$ cat src/rtl/stereo_frame_buffer.sv
// Stereo frame buffer: captures one left and one right camera frame, then serves
// one-cycle-latency reads to the disparity core while holding both frames frozen.
// Optional per-eye pixel checksums are built when FRAME_CHECKSUM_EN is defined.
module stereo_frame_buffer #(
  parameter int unsigned WIDTH  = 20,
  parameter int unsigned HEIGHT = 7,
  parameter int unsigned ADDR_W = 10
) (
  input  logic              clk,
  input  logic              reset,
  input  logic [7:0]        cam_pixel,
  input  logic              cam_valid,
  input  logic              cam_sel,
  input  logic              cam_sof,
  input  logic [ADDR_W-1:0] buffer_href,
  input  logic [ADDR_W-1:0] buffer_vref,
  input  logic              image_sel,
  input  logic              lock,
  output logic [7:0]        image_data,
  output logic              buffer_ready,
  output logic              overflow,
  output logic [15:0]       left_sum,
  output logic [15:0]       right_sum
);

  localparam int unsigned Depth = WIDTH * HEIGHT;
  localparam int unsigned AW    = $clog2(Depth);
  localparam int unsigned CW    = (WIDTH > 1) ? $clog2(WIDTH) : 1;
  localparam int unsigned RW    = (HEIGHT > 1) ? $clog2(HEIGHT) : 1;

  localparam logic [CW-1:0]     ColLast = CW'(WIDTH - 1);
  localparam logic [RW-1:0]     RowLast = RW'(HEIGHT - 1);
  localparam logic [ADDR_W-1:0] WidthA  = ADDR_W'(WIDTH);
  localparam logic [ADDR_W-1:0] HeightA = ADDR_W'(HEIGHT);

  typedef enum logic [1:0] {StFill, StReady, StLocked} state_e;

  state_e          state_q, state_d;
  logic [CW-1:0]   col_q [2];
  logic [CW-1:0]   col_d [2];
  logic [RW-1:0]   row_q [2];
  logic [RW-1:0]   row_d [2];
  logic [1:0]      done_q, done_d;
  logic            overflow_q, overflow_d;

  logic            clr_all;  // leaving LOCKED: restart both eyes
  logic            sof_clr;  // start of frame accepted for eye cam_sel
  logic            wr_en;
  logic [CW-1:0]   wc;
  logic [RW-1:0]   wr;
  logic [AW-1:0]   wr_idx;
  logic [AW-1:0]   rd_idx;
  logic            rd_in_range;

  logic [7:0]      mem_l [Depth];
  logic [7:0]      mem_r [Depth];

  assign clr_all = (state_q == StLocked) && !lock;
  assign sof_clr = (state_q == StFill) && cam_sof;

  // Next-state logic for FILL -> READY -> LOCKED -> FILL
  always_comb begin
    state_d = state_q;
    unique case (state_q)
      StFill:   if (&done_q) state_d = StReady;
      StReady:  if (lock)    state_d = StLocked;
      StLocked: if (!lock)   state_d = StFill;
      default:  state_d = StFill;
    endcase
  end

  // Write-side counters, done flags and overflow detection
  always_comb begin
    col_d      = col_q;
    row_d      = row_q;
    done_d     = done_q;
    overflow_d = overflow_q;
    wr_en      = 1'b0;
    wc         = col_q[cam_sel];
    wr         = row_q[cam_sel];
    if (clr_all) begin
      col_d  = '{default: '0};
      row_d  = '{default: '0};
      done_d = '0;
    end else if (state_q == StFill) begin
      if (sof_clr) begin
        wc              = '0;
        wr              = '0;
        col_d[cam_sel]  = '0;
        row_d[cam_sel]  = '0;
        done_d[cam_sel] = 1'b0;
      end
      if (cam_valid) begin
        if (sof_clr || !done_q[cam_sel]) begin
          wr_en = 1'b1;
          if (wc == ColLast) begin
            // Last pixel of the frame holds the counters in place
            if (wr == RowLast) begin
              done_d[cam_sel] = 1'b1;
            end else begin
              col_d[cam_sel] = '0;
              row_d[cam_sel] = wr + 1'b1;
            end
          end else begin
            col_d[cam_sel] = wc + 1'b1;
          end
        end else begin
          overflow_d = 1'b1;
        end
      end
    end
  end

  assign wr_idx = AW'(wr) * AW'(WIDTH) + AW'(wc);

  // State, counters and flags register
  always_ff @(posedge clk) begin
    if (reset) begin
      state_q    <= StFill;
      col_q      <= '{default: '0};
      row_q      <= '{default: '0};
      done_q     <= '0;
      overflow_q <= 1'b0;
    end else begin
      state_q    <= state_d;
      col_q      <= col_d;
      row_q      <= row_d;
      done_q     <= done_d;
      overflow_q <= overflow_d;
    end
  end

  // Frame storage writes; contents are deliberately not reset
  always_ff @(posedge clk) begin
    if (wr_en) begin
      if (cam_sel) mem_r[wr_idx] <= cam_pixel;
      else         mem_l[wr_idx] <= cam_pixel;
    end
  end

  assign rd_in_range = (buffer_href < WidthA) && (buffer_vref < HeightA);
  assign rd_idx      = AW'(buffer_vref) * AW'(WIDTH) + AW'(buffer_href);

  // Registered read port; same-cycle write returns the old contents
  always_ff @(posedge clk) begin
    if (reset) begin
      image_data <= 8'd0;
    end else if (!rd_in_range) begin
      image_data <= 8'd0;
    end else if (image_sel) begin
      image_data <= mem_r[rd_idx];
    end else begin
      image_data <= mem_l[rd_idx];
    end
  end

  assign buffer_ready = (state_q != StFill);
  assign overflow     = overflow_q;

`ifdef FRAME_CHECKSUM_EN
  logic [15:0] sum_q [2];
  logic [15:0] sum_d [2];

  // Per-eye checksum of accepted pixels, cleared with that eye's counters
  always_comb begin
    sum_d = sum_q;
    if (clr_all) begin
      sum_d = '{default: '0};
    end else begin
      if (sof_clr) sum_d[cam_sel] = '0;
      if (wr_en)   sum_d[cam_sel] = sum_d[cam_sel] + {8'd0, cam_pixel};
    end
  end

  // Checksum register
  always_ff @(posedge clk) begin
    if (reset) sum_q <= '{default: '0};
    else       sum_q <= sum_d;
  end

  assign left_sum  = sum_q[0];
  assign right_sum = sum_q[1];
`else
  assign left_sum  = 16'd0;
  assign right_sum = 16'd0;
`endif

endmodule
$ cat config.mk
export PLATFORM = sky130hd
export DESIGN_NAME = stereo_frame_buffer
export DESIGN_NICKNAME = d
export VERILOG_FILES = /design/src/rtl/stereo_frame_buffer.sv
export SDC_FILE = /design/constraint.sdc
export NUM_CORES = 2
export LEC_CHECK = 0
export CAP_MARGIN = 15
export CORE_MARGIN = 5
export CORE_UTILIZATION = 34
export DETAILED_ROUTE_END_ITERATION = 7
export SLEW_MARGIN = 20
export SYNTH_ARGS = -nofsm -noshare
export SYNTH_HDL_FRONTEND = slang
export SYNTH_SLANG_ARGS = --single-unit
$ cat constraint.sdc
create_clock -name clk -period 15.25 [get_ports clk]
set_input_delay 4.575 -clock clk [delete_from_list [all_inputs] [get_ports clk]]
set_output_delay 4.575 -clock clk [all_outputs]
set_load 0.01 [all_outputs]
Word level (Yosys, flattened, before mapping)
Memories as Yosys holds them, arrays and structs flattened.
Index checks and enable logic that the tools add are counted.
{"block": "word_totals", "ff_bits": 29, "memories": 2, "output_inout_bits": 42, "in_bits": 35, "elab_cells": 118, "ramBits": 2240}
{"block": "classes", "add_sub_neg": 4, "multipliers": 2, "n_reduce_logical": 15, "magnitude_cmp": 6, "muxes": 62, "bitwise": 12, "eq_ne": 7}
{"memory": "mem_l", "depth": 140, "word_bits": 8, "read_ports": 1, "rd_ports_with_merged_regs": 0, "write_ports": 1, "line_no": "55", "rtl": "logic [7:0] mem_l [Depth];"}
{"memory": "mem_r", "depth": 140, "word_bits": 8, "read_ports": 1, "rd_ports_with_merged_regs": 0, "write_ports": 1, "line_no": "56", "rtl": "logic [7:0] mem_r [Depth];"}
{"cell": "$mux 10", "count": 7}
{"cell": "$mux 5", "count": 9}
{"cell": "$mux 6", "count": 7}
{"cell": "$mux 3", "count": 9}
{"cell": "$and 10x10->10", "count": 2}
{"cell": "$mux 2", "count": 10}
{"cell": "$mux 1", "count": 13}
{"cell": "$bwmux 10", "count": 1}
{"cell": "$lt 10x3->1 const B", "count": 1}
{"cell": "$lt 10x5->1 const B", "count": 1}
{"cell": "$not 10->10", "count": 1}
{"cell": "$add 8x5->8", "count": 1}
{"cell": "$add 8x8->8", "count": 1}
{"cell": "$mul 8x3->6 const B", "count": 1}
{"cell": "$mux 8", "count": 1}
{"cell": "$and 6x6->6", "count": 1}
{"cell": "$bwmux 6", "count": 1}
{"cell": "$mul 3x3->6 const B", "count": 1}
{"cell": "$ne 2x2->1 const B", "count": 3}
{"cell": "$not 6->6", "count": 1}
{"cell": "$pmux 2 s3", "count": 1}
{"cell": "$add 5x1->5 const B", "count": 1}
{"cell": "$demux 5 s1", "count": 1}
{"cell": "$eq 5x5->1 const B", "count": 1}
{"cell": "24 further kinds", "count": 32}

Longest topological paths before layout
{"block": "logic_depth", "ltp_word": 15, "ltp_mapped": 16, "depth_no_buf": 13}

Worst setup path after synthesis
OpenSTA, ideal clock, no wires.
{"block": "synth_timing", "path_type": "input-to-reg", "startpoint": "input cam_sel", "endpoint": "memory mem_r[16][0] (enable)", "setup_slack_ns": 6.852, "path_buffers": 4, "t_arrival_ns": 8.028, "setup_time_ns": 0.370, "required_ns": 14.880, "stages": 14, "cell_sequence": "clkbuf_1 > clkbuf_1 > buf_1 > mux2i_1 > nor2_1 > ha_1 > a21o_1 > a21oi_1 > nor2_1 > xnor2_1 > nor3b_1 > nand2_1 > clkbuf_1 > nor2_1"}
{"block": "synth_between", "elab_chain_len": 11, "elab_cells_between_ends": 30, "classes_between": "1 x add/sub; 1 x mul; 25 x mux; 1 x bitwise; 2 x reduce/logical"}
{"element": "start, declared", "line_no": "13", "rtl": "input logic cam_sel,"}
{"element": "$not 1->2 (not written as such)", "line_no": "79, 80"}
{"element": "$mux 3 (not written as such) (3 in series)", "line_no": "80", "rtl": "wr = row_q[cam_sel];"}
{"element": "$mux 3", "line_no": "86", "rtl": "if (sof_clr) begin"}
{"element": "$mux 3", "line_no": "85", "rtl": "end else if (state_q == StFill) begin"}
{"element": "$mux 3", "line_no": "81", "rtl": "if (clr_all) begin"}
{"element": "$mux 3", "line_no": "85"}
{"element": "$mux 3", "line_no": "81"}
{"element": "$mul 3x3->6", "line_no": "114", "rtl": "assign wr_idx = AW'(wr) * AW'(WIDTH) + AW'(wc);"}
{"element": "$add 8x5->8", "line_no": "114"}
{"element": "end, declared", "line_no": "56"}
Parallel ways exist; a longest one is shown, timed or not. The select of a mux whose other input is x is not followed.

Final worst setup path
{"block": "layout_timing", "startpoint": "input cam_sel", "endpoint": "memory mem_l[135][3] (enable)"}
{"block": "layout_between", "elab_chain_len": 11, "elab_cells_between_ends": 30, "classes_between": "1 x add/sub; 1 x mul; 25 x mux; 1 x bitwise; 2 x reduce/logical"}
{"element": "$not 1->2 (not written as such)", "line_no": "79, 80"}
{"element": "$mux 3 (not written as such) (3 in series)", "line_no": "80"}
{"element": "$mux 3", "line_no": "86"}
{"element": "$mux 3", "line_no": "85"}
{"element": "$mux 3", "line_no": "81"}
{"element": "$mux 3", "line_no": "85"}
{"element": "$mux 3", "line_no": "81"}
{"element": "$mul 3x3->6", "line_no": "114"}
{"element": "$add 8x5->8", "line_no": "114"}
{"element": "end, declared", "line_no": "55"}
Parallel ways exist; a longest one is shown, timed or not. The select of a mux whose other input is x is not followed.

==> impl_metrics.tcl <==
set metrics [dict create \
    status "finished, final reports clean" \
    slew-limit-headroom_pct 20.6 \
    slowest_stage "nor2_1" \
    crit_family "simple AND/OR/NAND/NOR gates" \
    netlist_instances 4286 \
    drtPass1Iterations 5 \
    route.vias.total 44200 \
    rows 188 \
    hold_buffers 0 \
    vdd_drop_max_v 0.000123 \
    multi_input_area_um2 20300 \
    ys.flop_type "edfxtp_1" \
    period_needed_ns 9.15 \
    synth_cell_type_count 80 \
    cp.required_ns 15.73 \
    final_area_um2 101000 \
    drive_above_1_share_pct 21.9 \
    clk_path_buf_depth 3 \
    r2r_setup_slack_ns 10.05 \
    grt_use_total_pct 17.1 \
    first_iter_violations 5462 \
    layout.nets 4437 \
    seq_area_um2 67800 \
    fin_tns_setup_ns 0 \
    hold_viol 0 \
    drtAntennaViolNets 0 \
    path_class "input port to register" \
    post_cts_buffers 0 \
    max_stage_delay_ns 0.88 \
    antenna_found_initial 6 \
    grt_pass1_vias 43800 \
    cts_max_level 4 \
    cts_sinks 2269 \
    die_width_um 524 \
    area_growth_pct 12.4 \
    start_util_pct 34.2 \
    fin_ws_ns 6.10 \
    via_per_inst 5.46 \
    io-pin-count 77 \
    async_flop_share_pct 0 \
    grt_pass1_wl_mm 338 \
    drc 0 \
    finalPower_mw 13.4 \
    synth_edf_count 2240 \
    grt_max_degree 206 \
    rsz0062_at_grt "false" \
    die_h_um 524 \
    tightest_slew_ns 1.19 \
    clk_pin_slew_worst_paths_ns 0.06 \
    critPathArrivalTime_ns 9.63 \
    finalCritPeriodShare_pct 60.0 \
    wl_mm 238 \
    port-buffer-count 44 \
    critPathBufInv 2 \
    core-area_um2 263000 \
    path_max_fanout 36 \
    maxCapViolCount 0 \
    hold_path_depth 1 \
    cts_tree "done" \
    start_kind "input port" \
    r2r-end "mem_l[135][3]$_DFFE_PP_" \
    synth.avg_cell_area_um2 21.0 \
    cp_cell_sequence "clkdlybuf4s50_1 > buf_4 > mux2_2 > nand2_1 > mux2_2 > ha_1 > a21oi_1 > xor2_1 > and2_1 > nor3b_1 > nand2_1 > nor2_1" \
    clock_latency_ns 0.85 \
    slew_violations 0 \
    r2r-start "state_q[1]$_SDFFE_PP0P_" \
    min_to "col_q[5]$_SDFFE_PP0N_" \
    yosys_warnings 0 \
    setup_viol 0 \
    ys_seq_elements 2269 \
    syn_area_um2 90000 \
    clock_skew_ns 0.0331 \
    r2r_cells 10 \
    mostFrequentLayoutCells "edfxtp_1 (2,240), mux4_2 (535), nor2_1 (348)" \
    fmaxAchievable_ghz 0.109 \
    final_common_cell "edfxtp_1" \
    wl_per_cell_um 29.4 \
    end_kind "register" \
    place_area_um2 93800 \
    startpoint "cam_sel" \
    cts_buffers 221 \
    power.density_nw_per_um2 132 \
    worst_hold_path_type "register to register" \
    cts-root-buf "clkbuf_16" \
    pre_cts_ws_ns 5.29 \
    place_hpwl_mm 140 \
    dieArea_um2 275000 \
    nFillCells 23500 \
    cts_resized 0 \
    worstHoldStart "col_q[5]$_SDFFE_PP0N_" \
    grt.overflow.total 0 \
    leakage_nw 31.0 \
    seq_area_frac_synth_pct 75.4 \
    place.gp.congestion 0.848 \
]
==> synth_stat cells (7+ instances only) <==
master | number | area, um^2
o21ai_0 | 30 | 150
clkbuf_1 | 82 | 308
buf_4 | 63 | 473
xnor2_1 | 12 | 105
buf_8 | 11 | 165
mux2_2 | 13 | 146
mux2i_1 | 161 | 1610
a2111oi_0 | 8 | 70.1
a21oi_1 | 76 | 380
inv_1 | 11 | 41.3
nor2b_1 | 41 | 257
o221ai_1 | 35 | 307
dfxtp_1 | 29 | 581
buf_6 | 41 | 462
mux4_1 | 32 | 841
xor2_1 | 7 | 61.3
buf_2 | 60 | 300
nand3_1 | 21 | 105
nor4_1 | 8 | 50.1
a211oi_1 | 61 | 458
o22ai_1 | 32 | 200
nand2_1 | 120 | 450
a22oi_1 | 11 | 82.6
mux4_2 | 535 | 12000
edfxtp_1 | 2240 | 67300
nor2_1 | 351 | 1320
a211o_1 | 7 | 61.3
and2_1 | 8 | 50.1
ha_1 | 17 | 213
buf_1 | 8 | 30.0
nor3_1 | 25 | 125
clkbuf_8 | 14 | 193
==> sequential cells by signal, indices dropped and copies added (netlist names) <==
signal      flops
mem_r        1120
row_q           6
col_q          10
image_data      8
state_q         2
done_q          2
overflow        1
mem_l        1120
==> kinds of logic after synthesis <==
group | share of synthesized area [%]
flops | 75.4
buf+inv | 2.31
xor+xnor | 0.234
other cells | 0.00417
fa+ha+maj | 0.303
mux | 16.3
simple gates | 2.86
compound gates | 2.58
==> cell type report <==
| cell class | instances | area share (%) |
|---|---|---|
| Timing Repair Buffer | 126 | 1.24 |
| Inverter | 13 | 0.0495 |
| Tap cell | 3515 | 4.35 |
| Multi-Input combinational cell | 1751 | 20.0 |
| Antenna cell | 2 | 0.00495 |
| Sequential cell | 2269 | 67.1 |
| Clock buffer | 264 | 5.64 |
| Clock inverter | 151 | 1.60 |
==> per-stage QoR <==
stage	hold WS, ns	utilization, %	instances
6_report	0.452	38.5	8091
2_1_floorplan	0.418	-	4317
5_1_grt	0.486	38.5	8091
4_1_cts	0.455	38.4	8089
3_3_place_gp	0.435	35.7	7674
3_5_place_dp	0.445	35.7	7674
==> routing by layer <==
layer  routed length, um  track usage (%)  up-vias
li1                    -                -    18000
met3               21400             3.77      384
met5                  14                0        -
met2              111000             26.7     2247
met4                8740             5.86        2
met1               96500             23.8    23600
==> how the worst max path moves through the flow <==
stage               depth (start not counted)                       to
floorplan                                  14   mem_r[16][0]$_DFFE_PP_
global placement                           13  mem_r[125][5]$_DFFE_PP_
global route                               13  mem_r[125][5]$_DFFE_PP_
CTS                                        13  mem_r[125][5]$_DFFE_PP_
detailed placement                         13  mem_r[125][7]$_DFFE_PP_
finish                                     12  mem_l[135][3]$_DFFE_PP_
==> power by group <==
part	switching, mW	internal, mW	leakage (nW)
clock network	2.37	3.12	3.54
registers	0.00105	6.85	20.4
logic	0.716	0.330	7.07
==> worst register-to-register path, delay by kind of cell, from the launching register on <==
family                   cells  cell delay, ns
AND/OR/NAND/NOR              6            3.24
flip-flops                   1            0.38
multiplexers                 1            0.37
adder cells (fa/ha/maj)      1            0.33
XOR/XNOR                     1            0.28
AO/OA/AOI/OAI                1            0.23
(Power assumes the default switching activity.)
